[config.mk]
export PLATFORM = sky130hd
export DESIGN_NAME = uart_receiver_flat
export DESIGN_NICKNAME = d
export VERILOG_FILES = /design/src/rtl/uart_pkg.sv /design/src/rtl/uart_receiver_if.sv /design/src/rtl/uart_rx_baud_tick.sv /design/src/rtl/uart_receiver.sv /design/src/flat_wrapper.sv
export SDC_FILE = /design/constraint.sdc
export NUM_CORES = 1
export LEC_CHECK = 0
export CAP_MARGIN = 20
export CORE_UTILIZATION = 25
export DETAILED_ROUTE_END_ITERATION = 8
export DONT_BUFFER_PORTS = 1
export HOLD_SLACK_MARGIN = 0.08
export SLEW_MARGIN = 30
export SYNTH_ARGS = -nofsm -noshare
export SYNTH_HDL_FRONTEND = slang
export SYNTH_SLANG_ARGS = --single-unit
[constraint.sdc]
create_clock -name clk_i -period 1.8 [get_ports clk_i]
set_input_delay 0.27 -clock clk_i [delete_from_list [all_inputs] [get_ports clk_i]]
set_output_delay 0.27 -clock clk_i [all_outputs]
set_load 0.02 [all_outputs]
[src/rtl/uart_pkg.sv]
// -----------------------------------------------------------------------------
// uart_pkg
// Shared UART definitions: receiver state encoding, oversampling constants and
// a parity helper. Imported by the receiver and reusable by the transmit side.
// Optional feature macro: UART_RX_PARITY_EN (selects the PARITY state usage).
// -----------------------------------------------------------------------------
package uart_pkg;

    localparam int OVERSAMPLE = 16;
    localparam int DATA_BITS  = 8;
    localparam int MID_SAMPLE = OVERSAMPLE / 2;

    typedef enum logic [2:0] {
        IDLE,
        START,
        DATA,
        PARITY,
        STOP
    } rx_state_e;

    // Even parity: the parity bit that makes the total count of ones even.
    function automatic logic even_parity(input logic [DATA_BITS-1:0] d);
        return ^d;
    endfunction

endpackage

[src/rtl/uart_receiver_if.sv]
// -----------------------------------------------------------------------------
// uart_receiver_if
// Bundles the serial input and the byte-side outputs of the UART receiver.
//   rx_i          serial line into the receiver (idle high)
//   data_o        last correctly received byte
//   data_valid_o  one-cycle pulse, data_o is new
//   frame_err_o   one-cycle pulse, stop bit sampled low
//   parity_err_o  one-cycle pulse, parity mismatch
//   busy_o        receiver is inside a frame
// Modports: master = line driver / byte consumer, slave = the receiver.
// -----------------------------------------------------------------------------
interface uart_receiver_if;
    logic       rx_i;
    logic [7:0] data_o;
    logic       data_valid_o;
    logic       frame_err_o;
    logic       parity_err_o;
    logic       busy_o;

    modport master (
        output rx_i,
        input  data_o,
        input  data_valid_o,
        input  frame_err_o,
        input  parity_err_o,
        input  busy_o
    );

    modport slave (
        input  rx_i,
        output data_o,
        output data_valid_o,
        output frame_err_o,
        output parity_err_o,
        output busy_o
    );
endinterface

[src/rtl/uart_rx_baud_tick.sv]
// -----------------------------------------------------------------------------
// uart_rx_baud_tick
// Oversample tick generator: counts 0..BAUD_DIV-1 and flags the last count.
//   clk_i    clock
//   reset_i  synchronous active-high reset
//   clear_i  synchronous counter clear (holds the count at 0)
//   tick_o   high for one cycle every BAUD_DIV cycles (count == BAUD_DIV-1)
// -----------------------------------------------------------------------------
module uart_rx_baud_tick #(
    parameter int BAUD_DIV = 27
) (
    input  logic clk_i,
    input  logic reset_i,
    input  logic clear_i,
    output logic tick_o
);

    localparam int CW = (BAUD_DIV > 2) ? $clog2(BAUD_DIV) : 1;
    localparam logic [CW-1:0] LAST = CW'(BAUD_DIV - 1);

    logic [CW-1:0] baud_cnt_q;
    logic [CW-1:0] baud_cnt_d;

    always_comb begin
        baud_cnt_d = baud_cnt_q + 1'b1;
        if (clear_i || (baud_cnt_q == LAST)) begin
            baud_cnt_d = '0;
        end
    end

    always_ff @(posedge clk_i) begin
        if (reset_i) begin
            baud_cnt_q <= '0;
        end else begin
            baud_cnt_q <= baud_cnt_d;
        end
    end

    assign tick_o = (baud_cnt_q == LAST);

endmodule

[src/rtl/uart_receiver.sv]
// -----------------------------------------------------------------------------
// uart_receiver
// UART receive stage: 8N1 frames (8E1 with UART_RX_PARITY_EN defined), 16x
// oversampling, mid-bit sampling. Each good byte is presented with a one-cycle
// data_valid_o pulse; framing / parity errors give one-cycle error pulses.
//   clk_i    clock, all logic on posedge
//   reset_i  synchronous active-high reset
//   rx_if    uart_receiver_if.slave (rx_i in; data/valid/errors/busy out)
// Parameter BAUD_DIV: clk_i cycles per oversample tick (>= 2).
// Optional feature macro: UART_RX_PARITY_EN (even parity bit after data bit 7).
// -----------------------------------------------------------------------------
module uart_receiver
    import uart_pkg::*;
#(
    parameter int BAUD_DIV = 27
) (
    input  logic           clk_i,
    input  logic           reset_i,
    uart_receiver_if.slave rx_if
);

    localparam logic [3:0] MID_LAST = 4'(MID_SAMPLE - 1);
    localparam logic [3:0] BIT_LAST = 4'(OVERSAMPLE - 1);
    localparam logic [2:0] IDX_LAST = 3'(DATA_BITS - 1);

    // Synchronizer, previous-value flop and registered falling edge.
    logic sync1_q;
    logic sync2_q;
    logic prev_q;
    logic fall_q;

    rx_state_e      state_q;
    logic [3:0]     sample_cnt_q;
    logic [2:0]     bit_idx_q;
    logic [7:0]     shift_q;
    logic [7:0]     data_q;
    logic           valid_q;
    logic           ferr_q;
    logic           busy_q;
    logic           tick;
    logic           baud_clear;

`ifdef UART_RX_PARITY_EN
    logic           perr_q;
    logic           parity_bad_q;
`endif

    always_ff @(posedge clk_i) begin
        if (reset_i) begin
            sync1_q <= 1'b1;
            sync2_q <= 1'b1;
            prev_q  <= 1'b1;
            fall_q  <= 1'b0;
        end else begin
            sync1_q <= rx_if.rx_i;
            sync2_q <= sync1_q;
            prev_q  <= sync2_q;
            fall_q  <= prev_q & ~sync2_q;
        end
    end

    // Baud counter is held at zero while idle, so it starts from zero on
    // entry to START and the 8th tick lands at the middle of the start bit.
    assign baud_clear = (state_q == IDLE);

    uart_rx_baud_tick #(
        .BAUD_DIV (BAUD_DIV)
    ) u_baud_tick (
        .clk_i   (clk_i),
        .reset_i (reset_i),
        .clear_i (baud_clear),
        .tick_o  (tick)
    );

    always_ff @(posedge clk_i) begin
        if (reset_i) begin
            state_q      <= IDLE;
            sample_cnt_q <= '0;
            bit_idx_q    <= '0;
            shift_q      <= '0;
            data_q       <= '0;
            valid_q      <= 1'b0;
            ferr_q       <= 1'b0;
            busy_q       <= 1'b0;
`ifdef UART_RX_PARITY_EN
            perr_q       <= 1'b0;
            parity_bad_q <= 1'b0;
`endif
        end else begin
            valid_q <= 1'b0;
            ferr_q  <= 1'b0;
`ifdef UART_RX_PARITY_EN
            perr_q  <= 1'b0;
`endif
            // 4-bit sample counter wraps 15 -> 0 on its own inside a bit.
            if (tick) begin
                sample_cnt_q <= sample_cnt_q + 1'b1;
            end

            case (state_q)
                IDLE: begin
                    sample_cnt_q <= '0;
                    if (fall_q) begin
                        state_q <= START;
                        busy_q  <= 1'b1;
                    end
                end

                START: begin
                    if (tick && (sample_cnt_q == MID_LAST)) begin
                        if (!sync2_q) begin
                            state_q      <= DATA;
                            sample_cnt_q <= '0;
                            bit_idx_q    <= '0;
                        end else begin
                            // Line went back high: glitch, not a start bit.
                            state_q <= IDLE;
                            busy_q  <= 1'b0;
                        end
                    end
                end

                DATA: begin
                    if (tick && (sample_cnt_q == BIT_LAST)) begin
                        shift_q <= {sync2_q, shift_q[7:1]};
                        if (bit_idx_q == IDX_LAST) begin
`ifdef UART_RX_PARITY_EN
                            state_q <= PARITY;
`else
                            state_q <= STOP;
`endif
                        end else begin
                            bit_idx_q <= bit_idx_q + 1'b1;
                        end
                    end
                end

`ifdef UART_RX_PARITY_EN
                PARITY: begin
                    if (tick && (sample_cnt_q == BIT_LAST)) begin
                        parity_bad_q <= sync2_q ^ even_parity(shift_q);
                        state_q      <= STOP;
                    end
                end
`endif

                STOP: begin
                    // Leave at mid-stop so a following start edge is caught
                    // even with zero idle time between frames.
                    if (tick && (sample_cnt_q == BIT_LAST)) begin
                        state_q <= IDLE;
                        busy_q  <= 1'b0;
                        if (!sync2_q) begin
                            ferr_q <= 1'b1;
                        end
`ifdef UART_RX_PARITY_EN
                        if (parity_bad_q) begin
                            perr_q <= 1'b1;
                        end
                        if (sync2_q && !parity_bad_q) begin
                            data_q  <= shift_q;
                            valid_q <= 1'b1;
                        end
`else
                        if (sync2_q) begin
                            data_q  <= shift_q;
                            valid_q <= 1'b1;
                        end
`endif
                    end
                end

                default: begin
                    state_q <= IDLE;
                    busy_q  <= 1'b0;
                end
            endcase
        end
    end

    assign rx_if.data_o       = data_q;
    assign rx_if.data_valid_o = valid_q;
    assign rx_if.frame_err_o  = ferr_q;
    assign rx_if.busy_o       = busy_q;
`ifdef UART_RX_PARITY_EN
    assign rx_if.parity_err_o = perr_q;
`else
    assign rx_if.parity_err_o = 1'b0;
`endif

endmodule

[src/flat_wrapper.sv]
// flat-port wrapper written by rule: the top's interface ports become plain ports
module uart_receiver_flat import uart_pkg::*;
#(
    parameter int BAUD_DIV = 27
)
  (clk_i, reset_i, rx_if_rx_i, rx_if_data_o, rx_if_data_valid_o, rx_if_frame_err_o, rx_if_parity_err_o, rx_if_busy_o);
  uart_receiver_if rx_if_i ();
  input  logic clk_i;
  input  logic reset_i;
  input wire logic [$bits(rx_if_i.rx_i)-1:0] rx_if_rx_i;
  output wire logic [$bits(rx_if_i.data_o)-1:0] rx_if_data_o;
  output wire logic [$bits(rx_if_i.data_valid_o)-1:0] rx_if_data_valid_o;
  output wire logic [$bits(rx_if_i.frame_err_o)-1:0] rx_if_frame_err_o;
  output wire logic [$bits(rx_if_i.parity_err_o)-1:0] rx_if_parity_err_o;
  output wire logic [$bits(rx_if_i.busy_o)-1:0] rx_if_busy_o;
  assign rx_if_i.rx_i = rx_if_rx_i;
  assign rx_if_data_o = rx_if_i.data_o;
  assign rx_if_data_valid_o = rx_if_i.data_valid_o;
  assign rx_if_frame_err_o = rx_if_i.frame_err_o;
  assign rx_if_parity_err_o = rx_if_i.parity_err_o;
  assign rx_if_busy_o = rx_if_i.busy_o;
  uart_receiver #(.BAUD_DIV(BAUD_DIV)) u_core (.clk_i(clk_i), .reset_i(reset_i), .rx_if(rx_if_i));
endmodule
Word level (Yosys, flattened, before mapping)
Index checks and enable logic that the tools add are counted. W data, S select, Z words.

Bits in registers: 38. Memory bits (writable): 0. Input port bits: 3. ROM bits: 0. Latch bits: 0. Output and inout bits: 12. Logic and storage cells: 71. Memories kept: 0.

Reduce and logical (&&, ||, !) cells: 12. Shifts and indexed selects: 0. Bitwise logic cells: 5. Multipliers: 0. Equality and inequality tests: 15. Divide/modulo/power cells: 0. $add $sub $neg: 3. Order comparisons: 0. Muxes and demuxes: 23.

Operators with widths (number): $mux W3 (9); $reduce_and A5 Y1 (3); $mux W4 (3); $ne A2 B1 Y1 const B (6); $pmux W3 S4 (1); $pmux W4 S2 (1); $eq A3 B3 Y1 const B (2); $mux W1 (6); $pmux W3 S2 (1); $add A5 B1 Y5 const B (1); $eq A5 B5 Y1 const B (1); $add A4 B1 Y4 const B (1); $eq A4 B3 Y1 const B (1); $eq A4 B4 Y1 const B (1); $ne A2 B2 Y1 const B (2); $not A1 Y1 (4); $pmux W1 S4 (1); $add A3 B1 Y3 const B (1); $eq A3 B1 Y1 const B (1); $eq A3 B2 Y1 const B (1); $logic_not A3 Y1 (1); $reduce_and A3 Y1 (1); $reduce_or A3 Y1 (1); $logic_and A1 B1 Y1 (2); 6 further kinds (6).

Longest topological paths before layout
Depth after elaboration: 5. Depth in mapped cells: 8. Mapped depth without buffers: 6.

Cells and area by module
A second synthesis with hierarchy kept.

Cells, all modules: 161. Area, all modules: 1552.7 um2.

Modules (own cells, without submodules): uart_receiver (area an instance 1347.5 um2, instances 1, cells each 141); uart_rx_baud_tick (area an instance 205.2 um2, instances 1, cells each 20).

Least setup slack after synthesis
Ideal clock, no wire load.

Path type: reg2reg. From: reg u_core.u_baud_tick.baud_cnt_q[0]. To: reg u_core.data_q[0], in the netlist u_core.rx_if.data_o[0]. Setup time: 0.128 ns. Setup slack: 0.222 ns. Data arrival time: 1.450 ns. Buffers on the path: 2. Stages on the path, launching flop included: 9. Cell sequence: dfxtp_1 inv_1 ha_1 and4b_1 buf_6 nand4_1 buf_2 mux2i_1 nor2_1.

Longest elaborated chain between the ends: 3.

RTL lines: start: declaration (line uart_rx_baud_tick.sv:21) `logic [CW-1:0] baud_cnt_q;`; start signal: assignment (line uart_rx_baud_tick.sv:35) `baud_cnt_q <= baud_cnt_d;`; $eq A5 B5 Y1 (line uart_rx_baud_tick.sv:39) `assign tick_o = (baud_cnt_q == LAST);`; $logic_and A1 B1 Y1 (line uart_receiver.sv:150) `if (tick && (sample_cnt_q == BIT_LAST)) begin`; $reduce_and A3 Y1 (no line); end signal: assignment (line uart_receiver.sv:166) `data_q <= shift_q;`; end: declaration (line uart_receiver.sv:36) `logic [7:0] data_q;`.

No other way between the ends. A chain may end at the register's enable or synchronous reset.

Worst setup path in the final report
From: reg u_core.state_q[1]. To: reg u_core.data_q[6], in the netlist u_core.rx_if.data_o[6].

Longest elaborated chain between the ends: 2.

RTL lines: start: declaration (line uart_receiver.sv:32) `rx_state_e state_q;`; start signal: assignment (line uart_receiver.sv:77) `state_q <= IDLE;`; start signal: assignment (line uart_receiver.sv:104) `state_q <= START;`; start signal: assignment (line uart_receiver.sv:112) `state_q <= DATA;`; $eq A3 B3 Y1 (line uart_receiver.sv:100) `case (state_q)`; $reduce_and A3 Y1 (no line).

No other way between the ends.

==> flow_summary.toml <==
[synth]
largest_family_of_logic_cells_by_synthesized_area = "simple AND/OR/NAND/NOR gates"
synth_seq_area_share = 0.456
syn_avg_cell_area_um2 = 9.16
post_synth_xor_area_fraction = 0.0263
post_synth_fa_ha_maj_area_fraction = 0.0450
netlist.area_leader.share = 0.456
synth_fp_nets = 191
synth_cell_types = 39
ys_seq_elements = 38
share_of_synthesized_area_spent_on_multiplexers = 0.120
synth_top_area_cell = "sky130_fd_sc_hd__dfxtp_1"
synth_compound_gate_area_share = 0.0683
syn_area_um2 = 1670
postSynthCellCount = 182
main_area_contributors_after_synthesis = "sky130_fd_sc_hd__dfxtp_1 (46%), sky130_fd_sc_hd__mux2i_1 (12%), sky130_fd_sc_hd__nor2_1 (7.4%)"
synth-simple-area-share = 0.236
total_of_warnings_raised_by_yosys = 0

[sta]
max_slew.worst_pin.slew_ns = 0.698
count_of_endpoints_failing_hold_in_the_final_timing_report = 0
final_cycle_share = 0.936
max_freq_mhz = 593
setup_repair_after_global_routing_missed_its_margin = "no"
maxSlewViolCount = 0
setup_viol = 0
final.setup_skew_ns = 0.00235
timing.max_slew.rel_slack = 0.533
shortest_clock_period_the_worst_path_allows_after_layout_ns = 1.69
sum_of_negative_setup_slack_ns = 0
post-route-worst-setup-slack_ns = 0.115

[grt]
groute.usage.overall = 0.0920
grt_pass1_vias = 1177
grt_pass1_wl_um = 5270
grt_antenna_before_repair = 0
grt_start_max_net_pins = 20
grt_overflow = 0

[pwr]
p_leak_nw = 0.809
cellPowerDensity_nw_per_um2 = 909
vdd_ir_drop_max_uv = 562

[critical_path]
worst_setup_path_start_kind = "flop"
critPathArrivalTime_ns = 1.83
timing_worst_setup_path_type = "reg -> reg"
end_kind = "flop"
critPathRequiredTime_ns = 1.95
path_max_fanout = 9

[die]
die_x_um = 83.7
io_pins = 15
die_h_um = 83.7
core.rowCount = 29
die_area_um2 = 7000
start_util = 0.261
core_area_um2 = 6390

[cts]
clock_tree.root_cell = "sky130_fd_sc_hd__clkbuf_8"
cts-root-to-sink-buffers = 2
tritoncts = "built"
cts_buffers = 5
clock_sink_count = 38
h-tree-depth = 2
clkLatencyLatePin_ns = 0.28
number_of_setup_buffers_added_after_cts = 0
clkSlewWorstSetupHoldPaths_ns = 0.07

[detailed_routing]
wl_um = 3090
count_of_nets_left_with_antenna_violations_after_detail_routing = 0
detailedRoute.firstIterationViolations = 125
firstDrtPassIters = 4
post_drt_via_cell_ratio = 4.70
wl_per_cell_um = 11.5
drcViolationCount = 0
detailroute.via_count = 1259

[layout]
nFillCells = 685
n_antenna_cell = 0
fin_area_um2 = 1940
area_growth_pct = 16.6
final_layout_size_suffix_gt1_frac = 0.126
final_standard_cell_count_with_taps_included_and_fillers_excluded = 268
final_util = 0.304
layout_commonest_cell = "sky130_fd_sc_hd__dfxtp_1"
multiInputGateArea_um2 = 832
sequential_cell_area_um2 = 761
layout.cells.most_common_list = "sky130_fd_sc_hd__dfxtp_1 (38), sky130_fd_sc_hd__nor2_1 (33), sky130_fd_sc_hd__mux2i_1 (20)"
final_nets = 199

[placed_design]
globalplace.congestion = 0.783
placed_cells_incl_taps = 257
postPlaceCellArea_um2 = 1770
port_buffers = 0
placement.setup.worst_slack_ns = 0.125
detailedPlacementHpwl_um = 2170

[status]
status = "complete, no violations"

[min_path]
worst_hold_path_type = "in -> reg"

[flow_run]
cap_viol_max_count = 0
sequential cells by signal, summed over array words and instances, names as in the netlist, 3 cells and up:
| name | flops |
|---|---|
| u_core.bit_idx_q | 3 |
| u_core.rx_if.data_o | 8 |
| u_core.sample_cnt_q | 4 |
| u_core.shift_q | 8 |
| u_core.state_q | 3 |
| u_core.u_baud_tick.baud_cnt_q | 5 |
area by class of cell:
type                    instances  area share
flip-flops and latches         38       0.391
multi-input cells             129       0.428
well taps                      77      0.0495
inverters                       4     0.00772
clock inverters                 2      0.0309
clock buffers                   6      0.0425
repair buffers                 12      0.0502
final timing paths:
path                                                             to                           start  slack [ns]  cells past startpoint
worst min-delay path                      u_core.sync1_q$_SDFF_PP1_                         reset_i         0.1                      1
worst min register to register            u_core.sync2_q$_SDFF_PP1_       u_core.sync1_q$_SDFF_PP1_        0.41                      1
worst max register to register  u_core.rx_if.data_o[6]$_SDFFE_PP0P_  u_core.state_q[1]$_SDFFE_PP0P_        0.11                      5
worst max-delay path            u_core.rx_if.data_o[6]$_SDFFE_PP0P_  u_core.state_q[1]$_SDFFE_PP0P_        0.11                      5
per-layer routing:
metal / global-route usage / part of all wire
met1: 0.128 / 0.50
met2: 0.140 / 0.45
met3: 0.0267 / 0.048
met4: 0.0231 / 0
met5: 0 / 0
kinds of logic after synthesis:
logic type | Yosys count
AND/OR/NAND/NOR | 79
flip-flops | 38
multiplexers | 20
AO/OA/AOI/OAI | 18
buffers and inverters | 15
adder cells (fa/ha/maj) | 6
XOR/XNOR | 5
other | 1
synth_stat cells:
library cell                instances
sky130_fd_sc_hd__dfxtp_1           38
sky130_fd_sc_hd__nor2_1            33
sky130_fd_sc_hd__mux2i_1           20
sky130_fd_sc_hd__nand2_1           15
sky130_fd_sc_hd__ha_1               6
sky130_fd_sc_hd__nand3_1            5
sky130_fd_sc_hd__a21oi_1            4
sky130_fd_sc_hd__buf_2              4
sky130_fd_sc_hd__clkbuf_1           4
sky130_fd_sc_hd__inv_1              4
sky130_fd_sc_hd__o21ai_0            4
sky130_fd_sc_hd__a31oi_1            3
sky130_fd_sc_hd__nand4_1            3
sky130_fd_sc_hd__or2_2              3
sky130_fd_sc_hd__xnor2_1            3
sky130_fd_sc_hd__and2_1             2
sky130_fd_sc_hd__and2_2             2
sky130_fd_sc_hd__and3_1             2
sky130_fd_sc_hd__buf_4              2
sky130_fd_sc_hd__nand2b_1           2
sky130_fd_sc_hd__nor3_1             2
sky130_fd_sc_hd__nor4bb_1           2
sky130_fd_sc_hd__o22ai_1            2
sky130_fd_sc_hd__xor2_1             2
sky130_fd_sc_hd__a21boi_0           1
sky130_fd_sc_hd__a22oi_1            1
sky130_fd_sc_hd__and4_2             1
sky130_fd_sc_hd__and4b_1            1
sky130_fd_sc_hd__buf_6              1
sky130_fd_sc_hd__conb_1             1
sky130_fd_sc_hd__nand2_4            1
sky130_fd_sc_hd__nand4b_1           1
sky130_fd_sc_hd__nor3b_1            1
sky130_fd_sc_hd__nor4_1             1
sky130_fd_sc_hd__nor4b_1            1
sky130_fd_sc_hd__o2111ai_1          1
sky130_fd_sc_hd__o211a_1            1
sky130_fd_sc_hd__o311ai_0           1
sky130_fd_sc_hd__or3_1              1
critical path: stages (launching register included):
cell,delay (ns)
sky130_fd_sc_hd__dfxtp_1,0.40
sky130_fd_sc_hd__nor4bb_1,0.50
sky130_fd_sc_hd__nand4_1,0.24
sky130_fd_sc_hd__buf_4,0.22
sky130_fd_sc_hd__mux2i_1,0.15
sky130_fd_sc_hd__nor2_1,0.05
stage by stage:
step	power [mW]	hold slack (ns)
2_1_floorplan	0.907	0.374
3_3_place_gp	0.904	0.344
3_5_place_dp	0.904	0.347
4_1_cts	1.80	0.0820
5_1_grt	1.84	0.0896
6_report	1.77	0.0979
timing repair:
action                                  4_1_cts  5_1_grt
hold buffers                                  2        1
gates resized for setup                       0        2
endpoints found under the setup margin        0        9
hold endpoints to repair                     20        1
power by group:
| part | switching (mW) | internal, mW | total (mW) |
|---|---|---|---|
| registers | 0.0121 | 0.848 | 0.860 |
| logic | 0.0198 | 0.0164 | 0.0362 |
| clock network | 0.281 | 0.591 | 0.872 |
(Power assumes the default switching activity.)
